`config.mk`:
```
export PLATFORM = sky130hd
export DESIGN_NAME = stopwatch_ctrl
export DESIGN_NICKNAME = d
export VERILOG_FILES = /design/src/rtl/stopwatch_ctrl.sv
export SDC_FILE = /design/constraint.sdc
export NUM_CORES = 1
export LEC_CHECK = 0
export ABC_AREA = 1
export CAP_MARGIN = 10
export CORE_MARGIN = 2
export CORE_UTILIZATION = 40
export DETAILED_ROUTE_END_ITERATION = 6
export SYNTH_ARGS = -nofsm -noshare
export SYNTH_HDL_FRONTEND = slang
export SYNTH_SLANG_ARGS = --single-unit
```
`constraint.sdc`:
```
create_clock -name clk -period 1.43 [get_ports clk]
set_input_delay 0.2145 -clock clk [delete_from_list [all_inputs] [get_ports clk]]
set_output_delay 0.2145 -clock clk [all_outputs]
set_load 0.02 [all_outputs]
```
`src/rtl/stopwatch_ctrl.sv`:
```
// Stopwatch control FSM: edge-detects the debounced buttons, sequences IDLE/RUN/PAUSE/ADJ,
// rate-limits pause presses with a tick_2hz lockout, and emits registered counter strobes.
module stopwatch_ctrl #(
  parameter int unsigned LOCK_TICKS = 2
) (
  input  logic       clk,
  input  logic       rst_n,
  input  logic       btn_pause,
  input  logic       btn_rst,
  input  logic       sw_adj,
  input  logic       tick_1hz,
  input  logic       tick_2hz,
  output logic [1:0] state,
  output logic       count_en,
  output logic       adj_inc,
  output logic       clr,
  output logic       blink
);

  typedef enum logic [1:0] {
    IDLE  = 2'd0,
    RUN   = 2'd1,
    PAUSE = 2'd2,
    ADJ   = 2'd3
  } state_t;

  localparam logic [3:0] LOCK_LOAD = 4'(LOCK_TICKS);

  state_t     cur_state, nxt_state;
  logic       pause_q, rst_q;
  // A button must be seen released once after reset before it can register a press,
  // so a button held through reset deassertion does not fire.
  logic       pause_arm, rst_arm;
  logic [3:0] lock_cnt, lock_nxt;
  logic       pause_press, rst_press, locked, blink_nxt;

  assign state = cur_state;

  always_comb begin
    pause_press = btn_pause & ~pause_q & pause_arm;
    rst_press   = btn_rst & ~rst_q & rst_arm;
    locked      = (lock_cnt != 4'd0);
    nxt_state   = cur_state;
    lock_nxt    = lock_cnt;
    blink_nxt   = 1'b1;

    if (tick_2hz && locked) lock_nxt = lock_cnt - 4'd1;

    // Priority: clear press, then adjust switch level, then pause press.
    if (rst_press) begin
      nxt_state = IDLE;
      lock_nxt  = 4'd0;
    end else if (sw_adj && cur_state != ADJ) begin
      nxt_state = ADJ;
    end else if (!sw_adj && cur_state == ADJ) begin
      nxt_state = PAUSE;
    end else if (pause_press && !locked && cur_state != ADJ) begin
      lock_nxt = LOCK_LOAD;
      case (cur_state)
        IDLE:    nxt_state = RUN;
        RUN:     nxt_state = PAUSE;
        PAUSE:   nxt_state = RUN;
        default: nxt_state = cur_state;
      endcase
    end

    // Blink restarts at 1 on entry to ADJ and toggles per tick_2hz while staying there.
    if (nxt_state == ADJ && cur_state == ADJ && tick_2hz) blink_nxt = ~blink;
    else if (nxt_state == ADJ && cur_state == ADJ)        blink_nxt = blink;
  end

  always_ff @(posedge clk or negedge rst_n) begin
    if (!rst_n) begin
      cur_state <= IDLE;
      pause_q   <= 1'b0;
      rst_q     <= 1'b0;
      pause_arm <= 1'b0;
      rst_arm   <= 1'b0;
      lock_cnt  <= 4'd0;
      count_en  <= 1'b0;
      adj_inc   <= 1'b0;
      clr       <= 1'b0;
      blink     <= 1'b1;
    end else begin
      cur_state <= nxt_state;
      pause_q   <= btn_pause;
      rst_q     <= btn_rst;
      pause_arm <= pause_arm | ~btn_pause;
      rst_arm   <= rst_arm | ~btn_rst;
      lock_cnt  <= lock_nxt;
      clr       <= rst_press;
      count_en  <= tick_1hz && (cur_state == RUN) && !rst_press;
      adj_inc   <= tick_2hz && (cur_state == ADJ) && !rst_press;
      blink     <= blink_nxt;
    end
  end

endmodule
```
== After elaboration in Yosys (flattened, before gate mapping) ==
Index checks and enable logic that the tools add are counted.
Widths: inputs -> output; s select.
Storage, ports and cells
  input bits: 7
  register bits: 14
  output and inout bits: 6
Operators by class
  multiplexer cells: 12
  bitwise gates (word level): 11
  reductions and logical operators: 17
  eq/ne operators: 6
  $add $sub $neg: 1
Operator list (count)
  $mux 4: 5
  $logic_and 1x1->1: 11
  $mux 2: 4
  $eq 2x2->1 const B: 3
  $not 1->1: 5
  $and 1x1->1: 4
  $pmux 2 s2: 1
  $reduce_bool 4->1: 1
  $sub 4x1->4 const B: 1
  $logic_not 1->1: 3
  $eq 2x1->1 const B: 1
  $logic_not 2->1: 1
  $mux 1: 2
  $ne 2x1->1 const B: 1
  $ne 2x2->1 const B: 1
  $or 1x1->1: 2
  $reduce_or 2->1: 1

== Logic depth before layout (Yosys ltp) ==
  depth in word-level cells: 13
  depth in mapped cells: 9
  gate-level depth less buffers: 9

== Worst setup path before layout ==
OpenSTA, ideal clock, no wires.
  path kind: reg2reg
  start: register lock_cnt[0]
  end: register cur_state[1], in the netlist state[1]
  arrival time: 1.060 ns
  buffers on the path: 0
  stages on the path, launching flop included: 10
  setup time: 0.114 ns
  setup slack: 0.256 ns
  data required time: 1.316 ns
  cell sequence: dfrtp_1 -> inv_1 -> ha_1 -> nand2_1 -> nor2_1 -> nand2_1 -> nand2_1 -> nand3_1 -> nand2_1 -> inv_1
Between the ends
  cells in the longest elaborated chain, start to end: 8
Ends and longest elaborated chain
  from (decl): line 34  | logic [3:0] lock_cnt, lock_nxt;
  from (signal assigned): line 90  | lock_cnt <= lock_nxt;
  $reduce_bool 4->1: line 42  | locked = (lock_cnt != 4'd0);
  $logic_not 1->1: line 57  | end else if (pause_press && !locked && cur_state != ADJ) begin
  $logic_and 1x1->1 (2 in series): line 57
  $mux 2: line 57
  $mux 2: line 55  | end else if (!sw_adj && cur_state == ADJ) begin
  $mux 2: line 53  | end else if (sw_adj && cur_state != ADJ) begin
  $mux 2: line 50  | if (rst_press) begin
  net nxt_state[1]: line 29  | state_t cur_state, nxt_state;
  to (signal assigned): line 85  | cur_state <= nxt_state;
  to (decl): line 29
The timed path passes the listed nets, and every way through them passes these cells.
A chain may end at the register's enable or synchronous reset.

== Worst setup path after layout ==
  start: register blink
  end: output port blink
RTL lines
  from (decl): line 17  | output logic blink
  from (signal assigned): line 94  | blink <= blink_nxt;
No word-level cell between the ends.

==> impl_summary.md <==
STA
For the pin with the worst max-slew slack, the measured transition is 0.247 ns. The worst clock skew on the final layout is 0.00386 ns. The tightest hold path in the finished design has a slack of 0.244 ns.

The maximum frequency from static timing analysis is 732 MHz. The final critical path takes up 95.5% of the cycle. The max-slew violation count is 0. Headroom to the max-slew limit came out at 83.5%.

The hold violation count in the final report was 0. Setup repair after global routing left no endpoint under its margin. After routing, the total negative slack on setup checks comes to 0 ns.

After layout, the minimum clock period comes to 1.37 ns. Setup violations remaining at the end of the flow were counted as 0.

Synthesis
The cell area that synthesis handed to floorplanning was 643 um2. Summing the sequential cell areas from Yosys gives 54.7% of the chip area. Yosys printed 0 warnings.

The synthesized netlist devotes 4.09% of its cell area to compound gates. Multiplexer cells account for 0% of the synthesized area. By area, the combinational part of the netlist is dominated by simple AND/OR/NAND/NOR gates. The simple-gate portion of the synthesized area is 30.9%.

The adder-cell share of the synthesized area is 1.95%. The post-synth net total is 84. Sorting the synthesized cells by area gives the leading types as dfrtp_1 51%, nand2_1 12%, nor2_1 7.0%. The synthesized netlist contains 18 unique library cells. The number of cells produced by synthesis is 76. The per-instance average area after synthesis is 8.46 um2. The top-area cell type share of the netlist area is 50.6%. The post-synthesis cell type with the largest combined area is dfrtp_1. Of the total synthesized cell area, the portion taken by XOR and XNOR cells is 1.36%. In this run, synthesis produced a sequential element count of 14.

Final layout
In the final layout, the share of cells above drive strength 1 is 12.8%. The library cells used most frequently in the layout, excluding fill and tap cells, are 21 x nand2_1, 13 x dfrtp_1, 12 x nor2_1. Relative to the synthesized area, the layout overhead comes to 28.6%. 0 antenna diodes ended up in the layout. At the end of the flow, the number of nets in the layout was 103. The final cell area excluding filler cells is 827 um2. The most common library cell in the layout ignoring fill and taps is nand2_1.

Critical path
The type of element capturing the critical path is an output port. The slowest stage of the critical path is the dfstp_2 cell. Of all nets on the critical path, the largest fanout is 3. For flop-to-flop paths, the worst setup slack is 0.12 ns. The peak per-stage delay on the critical path is 0.55 ns. The number of cells on the worst reg-to-reg path is 9. The arrival time of the worst setup path is 1.15 ns.

The critical path start-end classification is reg -> out. The critical path goes through dlygate4sd2_1. The worst setup path is launched from a register. In this run the worst setup path terminates at blink. The critical register-to-register path endpoint is state[1]$_DFF_PN0_. Counting both buffers and inverters, the worst setup path holds a total of 1.

At the worst endpoint, the required time is 1.22 ns. In this run the number of cells on the critical path is 1. The beginning of the worst register-to-register path is lock_cnt[0]$_DFF_PN0_. The most critical setup path has its startpoint at blink$_DFFE_PN1P_.

The critical path's top delay family is flip-flops.

GRT
The number of antenna violations at the first check in global routing came to 0. The wire length of the first global-routing pass is 2170 um. The remaining global-route overflow is 0. In the global route stage, overall resource usage came out at 16.2%. The via count of the first global-routing pass is 512. Entering global routing, the biggest net connects 15 pins.

Clock tree
Clock latency on the worst-skew pair, taken at its later pin, is 0.27 ns. TritonCTS built the clock tree. After clock tree synthesis, the clock-pin slew on the worst setup and hold paths is 0.08 ns. Clock tree synthesis selected as its root buffer the cell clkbuf_4.

Buffers inserted during clock tree synthesis total 3. Post-CTS timing repair inserted 0 buffers for setup. The tree built by TritonCTS fans out to 14 sinks. The number of levels the H-tree was split into is 1. The quantity of hold-fixing buffers added after cts is 0. In this run the deepest clock path goes through 2 buffers.

Status
The run finished with clean final reports.

Detailed routing
Summed over all layers, the routed wires come to 1190 um. The number of vias in the routed layout is 520. The violation count after the first detailed-route iteration is 4. Using the TritonRoute via totals, the vias-per-cell ratio works out to 4.73.

Before antenna repair, the detailed router went through 4 iterations. The number of nets with antenna violations after detailed routing is 0. The count of unresolved DRC violations after routing is 0. The routed wirelength normalized by instance count is 10.9 um.

Placed design
Summed over all nets, the half-perimeter wirelength after detailed placement is 928 um. The number of port buffers is 12. In this run the cell area measured after placement is 798 um2. The congestion estimate from routability-driven global placement came to 0.762.

Die
The die boundary width is 44.1 um. The die covers 0.00194 mm2. The starting density of the core is 42.7%. The die is 44.1 um tall.

The area of the placeable core is 0.00151 mm2. The count of boundary I/O pins is 13. The count of standard-cell rows is 14.

Power
The total leakage power is 0.462 nW. IR analysis of the VDD net gives a maximum drop of 0.660 mV. The power density normalized to cell area is 1450 mW/mm2.

Job
Max-cap violations in this run came to 0.

Min path
The path class of the tightest hold or removal check is in -> async.
[routing by layer]
layer / share of wire (%) / vias to the layer above / track usage, %
met5: 0 / - / 0
met4: 2.6 / 0 / 10.9
met1: 47 / 232 / 20.4
li1: - / 275 / -
met3: 3.9 / 4 / 4.08
met2: 46 / 9 / 24.7
[timing repair]
action,in CTS,in global routing
endpoints found under the setup margin,4,4
gates cloned,0,0
resized for setup,4,3
[registers in the layout (all words and copies together) (netlist names)]
register	count
adj_inc	1
blink	1
clr	1
count_en	1
lock_cnt	4
pause_arm	1
pause_q	1
rst_arm	1
rst_q	1
state	2
[area by class of cell]
class / instances / area, um2
inverter: 12 / 45.0
clock buffer: 4 / 26.3
multi-input combinational: 50 / 249
timing repair buffer: 14 / 135
sequential: 14 / 352
tap: 16 / 20.0
fill: 151 / 679
[how the worst min path moves through the flow]
stage                           to  depth (start not counted)                 from
6_report             clr$_DFF_PN0_                          2                rst_n
5_1_grt        pause_arm$_DFF_PN0_                          2                rst_n
4_1_cts              clr$_DFF_PN0_                          2                rst_n
3_5_place_dp   pause_arm$_DFF_PN0_                          2  pause_arm$_DFF_PN0_
3_3_place_gp   pause_arm$_DFF_PN0_                          2  pause_arm$_DFF_PN0_
2_1_floorplan    adj_inc$_DFF_PN0_                          0                rst_n
[stage by stage]
stage | setup slack, ns | util [%] | instances | power, W
after floorplan | 0.256 | - | 76 | 0.000848
after global placement | 0.103 | 53.0 | 106 | 0.000977
after detailed placement | 0.0897 | 53.0 | 106 | 0.000989
after CTS | 0.00578 | 54.4 | 110 | 0.00122
after global routing | 0.0115 | 54.9 | 110 | 0.00131
final | 0.0645 | 54.9 | 110 | 0.00120
[where the power goes]
part | switching (W) | leakage [nW] | internal [W] | total, W
Clock | 0.000118 | 0.0150 | 0.000108 | 0.000226
Combinational | 0.000269 | 0.281 | 0.000183 | 0.000451
Sequential | 0.0000543 | 0.166 | 0.000468 | 0.000522
Total | 0.000441 | 0.462 | 0.000759 | 0.00120
[synth_stat cells]
master,n
a21oi_1,2
a31oi_1,1
dfrtp_1,13
dfstp_2,1
ha_1,1
inv_1,10
inv_2,2
nand2_1,21
nand2_4,1
nand3_1,3
nand3_2,1
nand3b_1,1
nand3b_2,1
nand4_1,2
nor2_1,12
nor3b_1,1
o21ai_1,2
xor2_1,1
[cells by family (layout without fill, tap and decap cells)]
logic type	Yosys count	in the layout
flops	14	14
fa+ha+maj	1	1
xor+xnor	1	1
buf+inv	12	30
compound gates	5	5
simple gates	43	43
Power figures use the tool's default switching activity.
